**src/rtl/periph_router_if.sv**
```systemverilog
// periph_router_if: request/response bus between the cpu-side arbiter and periph_router.
//   memory_valid/instr/addr/wdata/wstrb : request from the arbiter (wstrb == 0 means read)
//   memory_rdata/ready/error            : one-cycle registered response from the router
// Modports: master = arbiter side, slave = router side.
interface periph_router_if;
  logic        memory_valid;
  logic        memory_instr;
  logic [31:0] memory_addr;
  logic [31:0] memory_wdata;
  logic [3:0]  memory_wstrb;
  logic [31:0] memory_rdata;
  logic        memory_ready;
  logic        memory_error;

  modport master (
    output memory_valid, memory_instr, memory_addr, memory_wdata, memory_wstrb,
    input  memory_rdata, memory_ready, memory_error
  );

  modport slave (
    input  memory_valid, memory_instr, memory_addr, memory_wdata, memory_wstrb,
    output memory_rdata, memory_ready, memory_error
  );
endinterface

```
**src/rtl/periph_router.sv**
```systemverilog
// periph_router: single-outstanding bus target that decodes a request to the bram, print or
// clint slave, issues a one-cycle valid with a region-relative address, waits for the slave's
// ready and returns a registered one-cycle response. Unmapped addresses answer with error.
// Ports:
//   clock, reset (async, active low)
//   bus      : periph_router_if.slave, request in / response out
//   slv_*    : registered request fields shared by all slaves (slv_addr is base-relative)
//   <s>_valid/<s>_rdata/<s>_ready for s in {bram, print, clint}
// Optional build macro: PERIPH_TIMEOUT_EN bounds the WAIT state to TIMEOUT_CYCLES cycles and
// then answers with error; without it WAIT is unbounded.
module periph_router #(
  parameter logic [31:0] BRAM_BASE      = 32'h0000_0000,
  parameter logic [31:0] BRAM_SIZE      = 32'h0010_0000,
  parameter logic [31:0] PRINT_BASE     = 32'h0100_0000,
  parameter logic [31:0] PRINT_SIZE     = 32'h0000_1000,
  parameter logic [31:0] CLINT_BASE     = 32'h0200_0000,
  parameter logic [31:0] CLINT_SIZE     = 32'h000C_0000,
  parameter int unsigned TIMEOUT_CYCLES = 256
) (
  input  logic              clock,
  input  logic              reset,
  periph_router_if.slave    bus,
  output logic              slv_instr,
  output logic [31:0]       slv_addr,
  output logic [31:0]       slv_wdata,
  output logic [3:0]        slv_wstrb,
  output logic              bram_valid,
  input  logic [31:0]       bram_rdata,
  input  logic              bram_ready,
  output logic              print_valid,
  input  logic [31:0]       print_rdata,
  input  logic              print_ready,
  output logic              clint_valid,
  input  logic [31:0]       clint_rdata,
  input  logic              clint_ready
);

  typedef enum logic [1:0] {StIdle, StIssue, StWait, StResp} state_e;
  typedef enum logic [1:0] {TgtNone, TgtBram, TgtPrint, TgtClint} target_e;

  // 33-bit compare so a region ending at 2^32 cannot wrap.
  function automatic logic in_region(logic [31:0] a, logic [31:0] base, logic [31:0] size);
    return ({1'b0, a} >= {1'b0, base}) && ({1'b0, a} < ({1'b0, base} + {1'b0, size}));
  endfunction

  state_e      state_q, state_d;
  target_e     target_q, target_d;
  logic        slv_instr_q, slv_instr_d;
  logic [31:0] slv_addr_q, slv_addr_d;
  logic [31:0] slv_wdata_q, slv_wdata_d;
  logic [3:0]  slv_wstrb_q, slv_wstrb_d;
  logic [31:0] rdata_q, rdata_d;
  logic        error_q, error_d;
  logic        ready_q, ready_d;
  logic        sel_ready;
  logic [31:0] sel_rdata;

`ifdef PERIPH_TIMEOUT_EN
  localparam int unsigned CntW = $clog2(TIMEOUT_CYCLES + 1);
  logic [CntW-1:0] cnt_q, cnt_d;
`endif

  // Only the registered target's handshake is ever looked at.
  always_comb begin
    sel_ready = 1'b0;
    sel_rdata = '0;
    unique case (target_q)
      TgtBram:  begin sel_ready = bram_ready;  sel_rdata = bram_rdata;  end
      TgtPrint: begin sel_ready = print_ready; sel_rdata = print_rdata; end
      TgtClint: begin sel_ready = clint_ready; sel_rdata = clint_rdata; end
      default:  ;
    endcase
  end

  always_comb begin
    state_d     = state_q;
    target_d    = target_q;
    slv_instr_d = slv_instr_q;
    slv_addr_d  = slv_addr_q;
    slv_wdata_d = slv_wdata_q;
    slv_wstrb_d = slv_wstrb_q;
    rdata_d     = rdata_q;
    error_d     = error_q;
    ready_d     = 1'b0;
`ifdef PERIPH_TIMEOUT_EN
    cnt_d       = cnt_q;
`endif
    unique case (state_q)
      StIdle: begin
        // ready_q guards against re-accepting a request held high through its own response.
        if (bus.memory_valid && !ready_q) begin
          slv_instr_d = bus.memory_instr;
          slv_wdata_d = bus.memory_wdata;
          slv_wstrb_d = bus.memory_wstrb;
          rdata_d     = '0;
          error_d     = 1'b0;
          state_d     = StIssue;
          if (in_region(bus.memory_addr, CLINT_BASE, CLINT_SIZE)) begin
            target_d   = TgtClint;
            slv_addr_d = bus.memory_addr - CLINT_BASE;
          end else if (in_region(bus.memory_addr, PRINT_BASE, PRINT_SIZE)) begin
            target_d   = TgtPrint;
            slv_addr_d = bus.memory_addr - PRINT_BASE;
          end else if (in_region(bus.memory_addr, BRAM_BASE, BRAM_SIZE)) begin
            target_d   = TgtBram;
            slv_addr_d = bus.memory_addr - BRAM_BASE;
          end else begin
            target_d   = TgtNone;
            slv_addr_d = '0;
            error_d    = 1'b1;
            state_d    = StResp;
          end
        end
      end
      StIssue: begin
`ifdef PERIPH_TIMEOUT_EN
        cnt_d = '0;
`endif
        if (sel_ready) begin
          rdata_d = sel_rdata;
          state_d = StResp;
        end else begin
          state_d = StWait;
        end
      end
      StWait: begin
        if (sel_ready) begin
          rdata_d = sel_rdata;
          state_d = StResp;
        end
`ifdef PERIPH_TIMEOUT_EN
        else if (cnt_q == CntW'(TIMEOUT_CYCLES - 1)) begin
          rdata_d = '0;
          error_d = 1'b1;
          state_d = StResp;
        end else begin
          cnt_d = cnt_q + CntW'(1);
        end
`endif
      end
      StResp: begin
        ready_d = 1'b1;
        state_d = StIdle;
      end
      default: state_d = StIdle;
    endcase
  end

  always_ff @(posedge clock or negedge reset) begin
    if (!reset) begin
      state_q     <= StIdle;
      target_q    <= TgtNone;
      slv_instr_q <= 1'b0;
      slv_addr_q  <= '0;
      slv_wdata_q <= '0;
      slv_wstrb_q <= '0;
      rdata_q     <= '0;
      error_q     <= 1'b0;
      ready_q     <= 1'b0;
`ifdef PERIPH_TIMEOUT_EN
      cnt_q       <= '0;
`endif
    end else begin
      state_q     <= state_d;
      target_q    <= target_d;
      slv_instr_q <= slv_instr_d;
      slv_addr_q  <= slv_addr_d;
      slv_wdata_q <= slv_wdata_d;
      slv_wstrb_q <= slv_wstrb_d;
      rdata_q     <= rdata_d;
      error_q     <= error_d;
      ready_q     <= ready_d;
`ifdef PERIPH_TIMEOUT_EN
      cnt_q       <= cnt_d;
`endif
    end
  end

  assign slv_instr   = slv_instr_q;
  assign slv_addr    = slv_addr_q;
  assign slv_wdata   = slv_wdata_q;
  assign slv_wstrb   = slv_wstrb_q;
  assign bram_valid  = (state_q == StIssue) && (target_q == TgtBram);
  assign print_valid = (state_q == StIssue) && (target_q == TgtPrint);
  assign clint_valid = (state_q == StIssue) && (target_q == TgtClint);

  // Response fields read as zero outside the ready pulse.
  assign bus.memory_ready = ready_q;
  assign bus.memory_rdata = ready_q ? rdata_q : '0;
  assign bus.memory_error = ready_q & error_q;

endmodule

```
**src/flat_wrapper.sv**
```systemverilog
// flat-port wrapper written by rule: the top's interface ports become plain ports
module periph_router_flat 
#(
  parameter logic [31:0] BRAM_BASE      = 32'h0000_0000,
  parameter logic [31:0] BRAM_SIZE      = 32'h0010_0000,
  parameter logic [31:0] PRINT_BASE     = 32'h0100_0000,
  parameter logic [31:0] PRINT_SIZE     = 32'h0000_1000,
  parameter logic [31:0] CLINT_BASE     = 32'h0200_0000,
  parameter logic [31:0] CLINT_SIZE     = 32'h000C_0000,
  parameter int unsigned TIMEOUT_CYCLES = 256
)
  (clock, reset, slv_instr, slv_addr, slv_wdata, slv_wstrb, bram_valid, bram_rdata, bram_ready, print_valid, print_rdata, print_ready, clint_valid, clint_rdata, clint_ready, bus_memory_valid, bus_memory_instr, bus_memory_addr, bus_memory_wdata, bus_memory_wstrb, bus_memory_rdata, bus_memory_ready, bus_memory_error);
  periph_router_if bus_i ();
  input  logic clock;
  input  logic reset;
  output logic slv_instr;
  output logic [31:0] slv_addr;
  output logic [31:0] slv_wdata;
  output logic [3:0] slv_wstrb;
  output logic bram_valid;
  input  logic [31:0] bram_rdata;
  input  logic bram_ready;
  output logic print_valid;
  input  logic [31:0] print_rdata;
  input  logic print_ready;
  output logic clint_valid;
  input  logic [31:0] clint_rdata;
  input  logic clint_ready;
  input wire logic [$bits(bus_i.memory_valid)-1:0] bus_memory_valid;
  input wire logic [$bits(bus_i.memory_instr)-1:0] bus_memory_instr;
  input wire logic [$bits(bus_i.memory_addr)-1:0] bus_memory_addr;
  input wire logic [$bits(bus_i.memory_wdata)-1:0] bus_memory_wdata;
  input wire logic [$bits(bus_i.memory_wstrb)-1:0] bus_memory_wstrb;
  output wire logic [$bits(bus_i.memory_rdata)-1:0] bus_memory_rdata;
  output wire logic [$bits(bus_i.memory_ready)-1:0] bus_memory_ready;
  output wire logic [$bits(bus_i.memory_error)-1:0] bus_memory_error;
  assign bus_i.memory_valid = bus_memory_valid;
  assign bus_i.memory_instr = bus_memory_instr;
  assign bus_i.memory_addr = bus_memory_addr;
  assign bus_i.memory_wdata = bus_memory_wdata;
  assign bus_i.memory_wstrb = bus_memory_wstrb;
  assign bus_memory_rdata = bus_i.memory_rdata;
  assign bus_memory_ready = bus_i.memory_ready;
  assign bus_memory_error = bus_i.memory_error;
  periph_router #(.BRAM_BASE(BRAM_BASE), .BRAM_SIZE(BRAM_SIZE), .PRINT_BASE(PRINT_BASE), .PRINT_SIZE(PRINT_SIZE), .CLINT_BASE(CLINT_BASE), .CLINT_SIZE(CLINT_SIZE), .TIMEOUT_CYCLES(TIMEOUT_CYCLES)) u_core (.clock(clock), .reset(reset), .bus(bus_i), .slv_instr(slv_instr), .slv_addr(slv_addr), .slv_wdata(slv_wdata), .slv_wstrb(slv_wstrb), .bram_valid(bram_valid), .bram_rdata(bram_rdata), .bram_ready(bram_ready), .print_valid(print_valid), .print_rdata(print_rdata), .print_ready(print_ready), .clint_valid(clint_valid), .clint_rdata(clint_rdata), .clint_ready(clint_ready));
endmodule
```
**config.mk**
```make
export PLATFORM = sky130hd
export DESIGN_NAME = periph_router_flat
export DESIGN_NICKNAME = d
export VERILOG_FILES = /design/src/rtl/periph_router_if.sv /design/src/rtl/periph_router.sv /design/src/flat_wrapper.sv
export SDC_FILE = /design/constraint.sdc
export NUM_CORES = 1
export LEC_CHECK = 0
export ABC_AREA = 1
export CAP_MARGIN = 20
export CORE_MARGIN = 8
export CORE_UTILIZATION = 35
export DETAILED_ROUTE_END_ITERATION = 12
export PLACE_DENSITY = 0.74
export SYNTH_ARGS = -nofsm -noshare
export SYNTH_HDL_FRONTEND = slang
export SYNTH_SLANG_ARGS = --single-unit
```
**constraint.sdc**
```tcl
create_clock -name clock -period 1.9 [get_ports clock]
set_clock_uncertainty 0.15 [all_clocks]
set_input_delay 0.19 -clock clock [delete_from_list [all_inputs] [get_ports clock]]
set_output_delay 0.19 -clock clock [all_outputs]
set_load 0.005 [all_outputs]
```
---- Yosys cells after proc, flatten, opt, wreduce, memory -nomap -nowiden ----
Index checks and enable logic that the tools add are counted.
word-level totals
  register bits after elaboration ......... 107
  output and inout port bits .............. 106
  logic and storage cells ................. 62
cells by class
  $add $sub $neg .......................... 2
  order comparisons ....................... 5
  equal/unequal tests ..................... 9
  muxes and demuxes ....................... 23
  bitwise gates (word level) .............. 1
  reduce and logical (&&, ||, !) cells .... 13
operators with widths
  operator                                                             count
  two-way mux 32 bit                                                   6
  case mux 32 bit (3 select lines)                                     1
  case mux 32 bit (2 select lines)                                     1
  greater-or-equal comparator 32 x 25 -> 1 bit, second input constant  1
  greater-or-equal comparator 32 x 26 -> 1 bit, second input constant  1
  < comparator 32 x 21 -> 1 bit, second input constant                 1
  < comparator 32 x 25 -> 1 bit, second input constant                 1
  < comparator 32 x 26 -> 1 bit, second input constant                 1
  subtractor 32 x 25 -> 32 bit, second input constant                  1
  subtractor 32 x 26 -> 32 bit, second input constant                  1
  two-way mux 2 bit                                                    7
  equality test 2 bit, second input constant                           4
  case mux 2 bit (4 select lines)                                      1
  logical AND 1 bit                                                    6
  two-way mux 1 bit                                                    6
  inequality test 2 x 1 -> 1 bit, second input constant                3
  equality test 2 x 1 -> 1 bit, second input constant                  2
  AND reduction 2 bit                                                  2
  case mux 1 bit (3 select lines)                                      1
  AND reduction 3 bit                                                  1
  logical NOT 2 bit                                                    1
  nonzero test 2 bit                                                   1
  OR reduction 2 bit                                                   1
  bitwise AND 1 bit                                                    1
  logical NOT 1 bit                                                    1

---- Depth between registers and ports, before layout ----
  word-level depth ........................ 6
  depth in mapped cells ................... 14
  depth with buffers taken out ............ 13

---- Worst setup path after synthesis ----
OpenSTA, ideal clock, no wires.
  path type ............................... register to register
  start point ............................. register u_core.state_q[0]
  end point ............................... register u_core.rdata_q[0]
  library setup time ...................... 130 ps
  arrival time ............................ 1740 ps
  data required time ...................... 1620 ps
  setup slack ............................. -120 ps
  cell stages (with the launch flop) ...... 9
  buffers on the path ..................... 1
  period minus slack after synthesis ...... 2020 ps
  cells stage by stage .................... dfrtp_1 > inv_1 > ha_1 > inv_1 > nor3_2 > inv_2 > a21oi_4 > clkbuf_1 > o21ai_0
on the way
  word-level cells in the longest chain between the ends .. 4
  elaborated cells on any way between the ends .. 9
  classes of those cells .................. 4 x eq/ne; 1 x mux; 4 x reduce/logical
ends and longest elaborated chain
  element                                                                                line                  text
  start, declared                                                                        periph_router.sv:46   state_e state_q, state_d;
  start signal, assigned                                                                 periph_router.sv:151  state_q <= StIdle;
  start signal, assigned                                                                 periph_router.sv:164  state_q <= state_d;
  equality test 2 bit / equality test 2 x 1 -> 1 bit (equally long branches)             periph_router.sv:88   unique case (state_q)
  OR reduction 2 bit (no line)                                                           -
  inequality test 2 x 1 -> 1 bit (no line) / nonzero test 2 bit (equally long branches)  -
  AND reduction 3 bit (no line)                                                          -
  end signal, assigned                                                                   periph_router.sv:170  rdata_q <= rdata_d;
  end, declared                                                                          periph_router.sv:52   logic [31:0] rdata_q, rdata_d;
Parallel ways exist; a longest one is shown, timed or not.
A chain may end at the register's enable or synchronous reset.

---- Worst setup path after layout ----
  start point ............................. register u_core.target_q[1]
  end point ............................... register u_core.rdata_q[5]
on the way
  word-level cells in the longest chain between the ends .. 4
  elaborated cells on any way between the ends .. 9
  classes of those cells .................. 4 x eq/ne; 4 x mux; 1 x reduce/logical
ends and longest elaborated chain
  element                                                                                     line                  text
  start, declared                                                                             periph_router.sv:47   target_e target_q, target_d;
  start signal, assigned                                                                      periph_router.sv:152  target_q <= TgtNone;
  start signal, assigned                                                                      periph_router.sv:165  target_q <= target_d;
  equality test 2 bit / equality test 2 x 1 -> 1 bit (equally long branches)                  periph_router.sv:67   unique case (target_q)
  case mux 32 bit (3 select lines) / case mux 1 bit (3 select lines) (equally long branches)  periph_router.sv:67
  two-way mux 32 bit / inequality test 2 x 1 -> 1 bit (equally long branches)                 -
  case mux 32 bit (2 select lines) / AND reduction 3 bit (equally long branches)              -
Parallel ways exist; a longest one is shown, timed or not. The select of a mux whose other input is x is not followed.

==> flow_metrics.tcl <==
set metrics [dict create \
    track_usage 0.199 \
    ir_worst_vdd_uv 862 \
    synth_nets 965 \
    drv_slew 0 \
    synth.area.top_cells "dfrtp_1 48%, nand2_1 23%, nand3_1 9.0%, inv_1 6.1%, o21ai_0 3.7%" \
    clock_latency_ns 0.34 \
    fp.dieArea_mm2 0.0202 \
    grt_pass1_vias 6165 \
    cp-start-kind "flip-flop" \
    synth-xor-area-share 0.00314 \
    synth-seq-cells 107 \
    synth-simple-area-share 0.351 \
    layout-drive-gt1-share 0.130 \
    viasPerCell 4.60 \
    hpwl_um 14900 \
    start_util 0.355 \
    pre_cts_slack_ns -0.334 \
    grt_max_degree 108 \
    tritoncts "done" \
    die_h_um 142 \
    synth-compound-area-share 0.0487 \
    yosysWarnings 0 \
    final_cells 1336 \
    dp_cells 1293 \
    die_w_um 142 \
    clkTransAtPathRegs_ns 0.07 \
    vias 6139 \
    cts_buffer_depth 2 \
    syn2layout_area_growth_pct 76.6 \
    p_per_area_mw_per_mm2 1250 \
    yosys.area_share.adder 0.0247 \
    cp_max_fo 8 \
    status "finished, final reports clean" \
    antenna_left 0 \
    max_freq_ghz 0.542 \
    cts_max_level 3 \
    setup_viol 0 \
    final_util 0.626 \
    worstPathArrival_ns 1.95 \
    cts-root-buf "clkbuf_16" \
    antenna_cells 0 \
    antenna_found_initial 0 \
    tightest_slew_ns 0.580 \
    wl_um 21200 \
    hold_path_depth 5 \
    finalCriticalPeriod_ns 1.84 \
    finalCritPeriodShare 0.970 \
    synthCells 783 \
    firstDrtPassIters 4 \
    place_congestion 0.914 \
    rows 46 \
    nets 1297 \
    num_io_pins 277 \
    cts_buffers 9 \
    coreArea_mm2 0.0157 \
    slew-limit-headroom 0.614 \
    leakage_nw 5.19 \
    end_kind "flip-flop" \
    place.port_buffers 276 \
    synth_area_leader_cell "dfrtp_1" \
    synthMuxAreaShare 0 \
    wl_per_cell_um 15.9 \
    whs_ns 0.191 \
    synth_top_family_by_area "simple AND/OR/NAND/NOR gates" \
    cts.sinks 107 \
    min_path_type "input port to flip-flop" \
    critPathKind "flip-flop to flip-flop" \
    avgSynthCellArea_um2 7.11 \
    yosysSeqAreaShare 0.481 \
    cp.required_ns 2.01 \
    synth_top_area_frac 0.481 \
    initialDrtViolationCount 292 \
    drc 0 \
    synth_area_mm2 0.00557 \
    finalHoldViolCount 0 \
    overflow 0 \
    grt_first_pass_wirelength_um 31800 \
    maxCapViolCount 0 \
    synth.distinct_cells 22 \
    reg2reg_depth 11 \
    setup_slack_ns 0.0564 \
]
synthesized netlist by cell type:
cell and count:
nand2_1 345, dfrtp_1 107, nand3_1 100, inv_1 91, o21ai_0 41, clkbuf_1 32
nor2_1 27, ha_1 11, a21oi_1 5, buf_2 5, nor2_2 3, nor3_1 3
buf_6 2, nand2_2 2, o21ai_1 2, a21boi_0 1, a21oi_4 1, inv_2 1
nor3_2 1, o21a_1 1, xnor2_1 1, xor2_1 1
cell type report:
class / instances / area, um^2
clock buffers: 10 / 239
clock inverters: 6 / 86.3
fillers: 1367 / 5870
inverters: 92 / 345
multi-input cells: 545 / 2510
flip-flops and latches: 107 / 2680
well taps: 216 / 270
repair buffers: 360 / 3710
cell families after synthesis:
logic type | count (synthesis)
buffers and inverters | 131
XOR/XNOR | 2
flip-flops | 107
adder cells (fa/ha/maj) | 11
AND/OR/NAND/NOR | 481
AO/OA/AOI/OAI | 51
critical path, cell delays in order (launching register included):
cell     delay, ns
dfrtp_2       0.44
inv_2         0.09
nor2_4        0.04
buf_12        0.12
nand2_2       0.08
nand3_4       0.11
nor2_4        0.14
a21oi_4       0.05
buf_12        0.13
buf_12        0.12
buf_16        0.14
o21ai_0       0.16
power by group:
group / switching, mW / internal, mW
clock network: 0.877 / 1.19
logic: 3.22 / 3.45
registers: 0.431 / 3.08
what timing repair did:
action                     in CTS  in global routing
buffers inserted               13                  5
hold endpoints to repair      107                  0
cloned                          5                  4
hold buffers                    1                  0
setup endpoints to repair      51                 96
pin swaps                       2                 17
gates resized for setup        50                 80
flip-flops by register name (all words and copies together), names as in the netlist:
signal / count
u_core.error_q: 1
u_core.state_q: 2
u_core.slv_instr: 1
u_core.slv_wstrb: 4
u_core.target_q: 2
u_core.slv_addr: 32
u_core.slv_wdata: 32
u_core.rdata_q: 32
u_core.bus.memory_ready: 1
path summary, 6_finish.rpt:
path	from	endpoint	slack [ns]
worst max-delay path	u_core.target_q[1]	u_core.rdata_q[5]	0.06
min in group asynchronous	reset	u_core.slv_addr[21]	0.28
worst min-delay path	bus_memory_addr[24]	u_core.slv_addr[24]	0.19
worst min register to register	u_core.slv_wdata[12]	u_core.slv_wdata[12]	0.32
max in group asynchronous	reset	u_core.bus.memory_ready	0.86
worst max register to register	u_core.target_q[1]	u_core.rdata_q[5]	0.06
placed cells by master (no fill, tap or decap), types with 4 or more instances in the layout:
| cell | n |
|---|---|
| nor2_2 | 12 |
| dlygate4sd2_1 | 22 |
| o21ai_1 | 25 |
| a21oi_1 | 5 |
| dfrtp_1 | 104 |
| dlymetal6s2s_1 | 15 |
| nand2_1 | 341 |
| inv_1 | 84 |
| o21ai_2 | 6 |
| nand2_2 | 5 |
| inv_2 | 8 |
| nand3_1 | 98 |
| buf_16 | 5 |
| nor2_4 | 4 |
| o21ai_0 | 12 |
| buf_4 | 61 |
| clkbuf_16 | 12 |
| clkdlybuf4s50_1 | 235 |
| nor2_1 | 14 |
| buf_12 | 12 |
| ha_1 | 10 |
routing by layer:
| layer | track usage | wire, um |
|---|---|---|
| met1 | 0.219 | 8320 |
| met2 | 0.342 | 10400 |
| met3 | 0.0671 | 1820 |
| met4 | 0.0882 | 655 |
| met5 | 0 | 0 |
per-stage QoR:
stage | power [mW] | TNS (ns) | instance area (um^2)
after CTS | 12.1 | -0.317 | 9610
after detailed placement | 8.57 | -11.06 | 8980
after floorplan | 5.85 | 0 | 5580
after global routing | 13.1 | -0.200 | 9840
final | 12.3 | 0 | 9840
after global placement | 8.48 | -9.57 | 8980
Note: power is estimated with default switching activity, not from simulation.
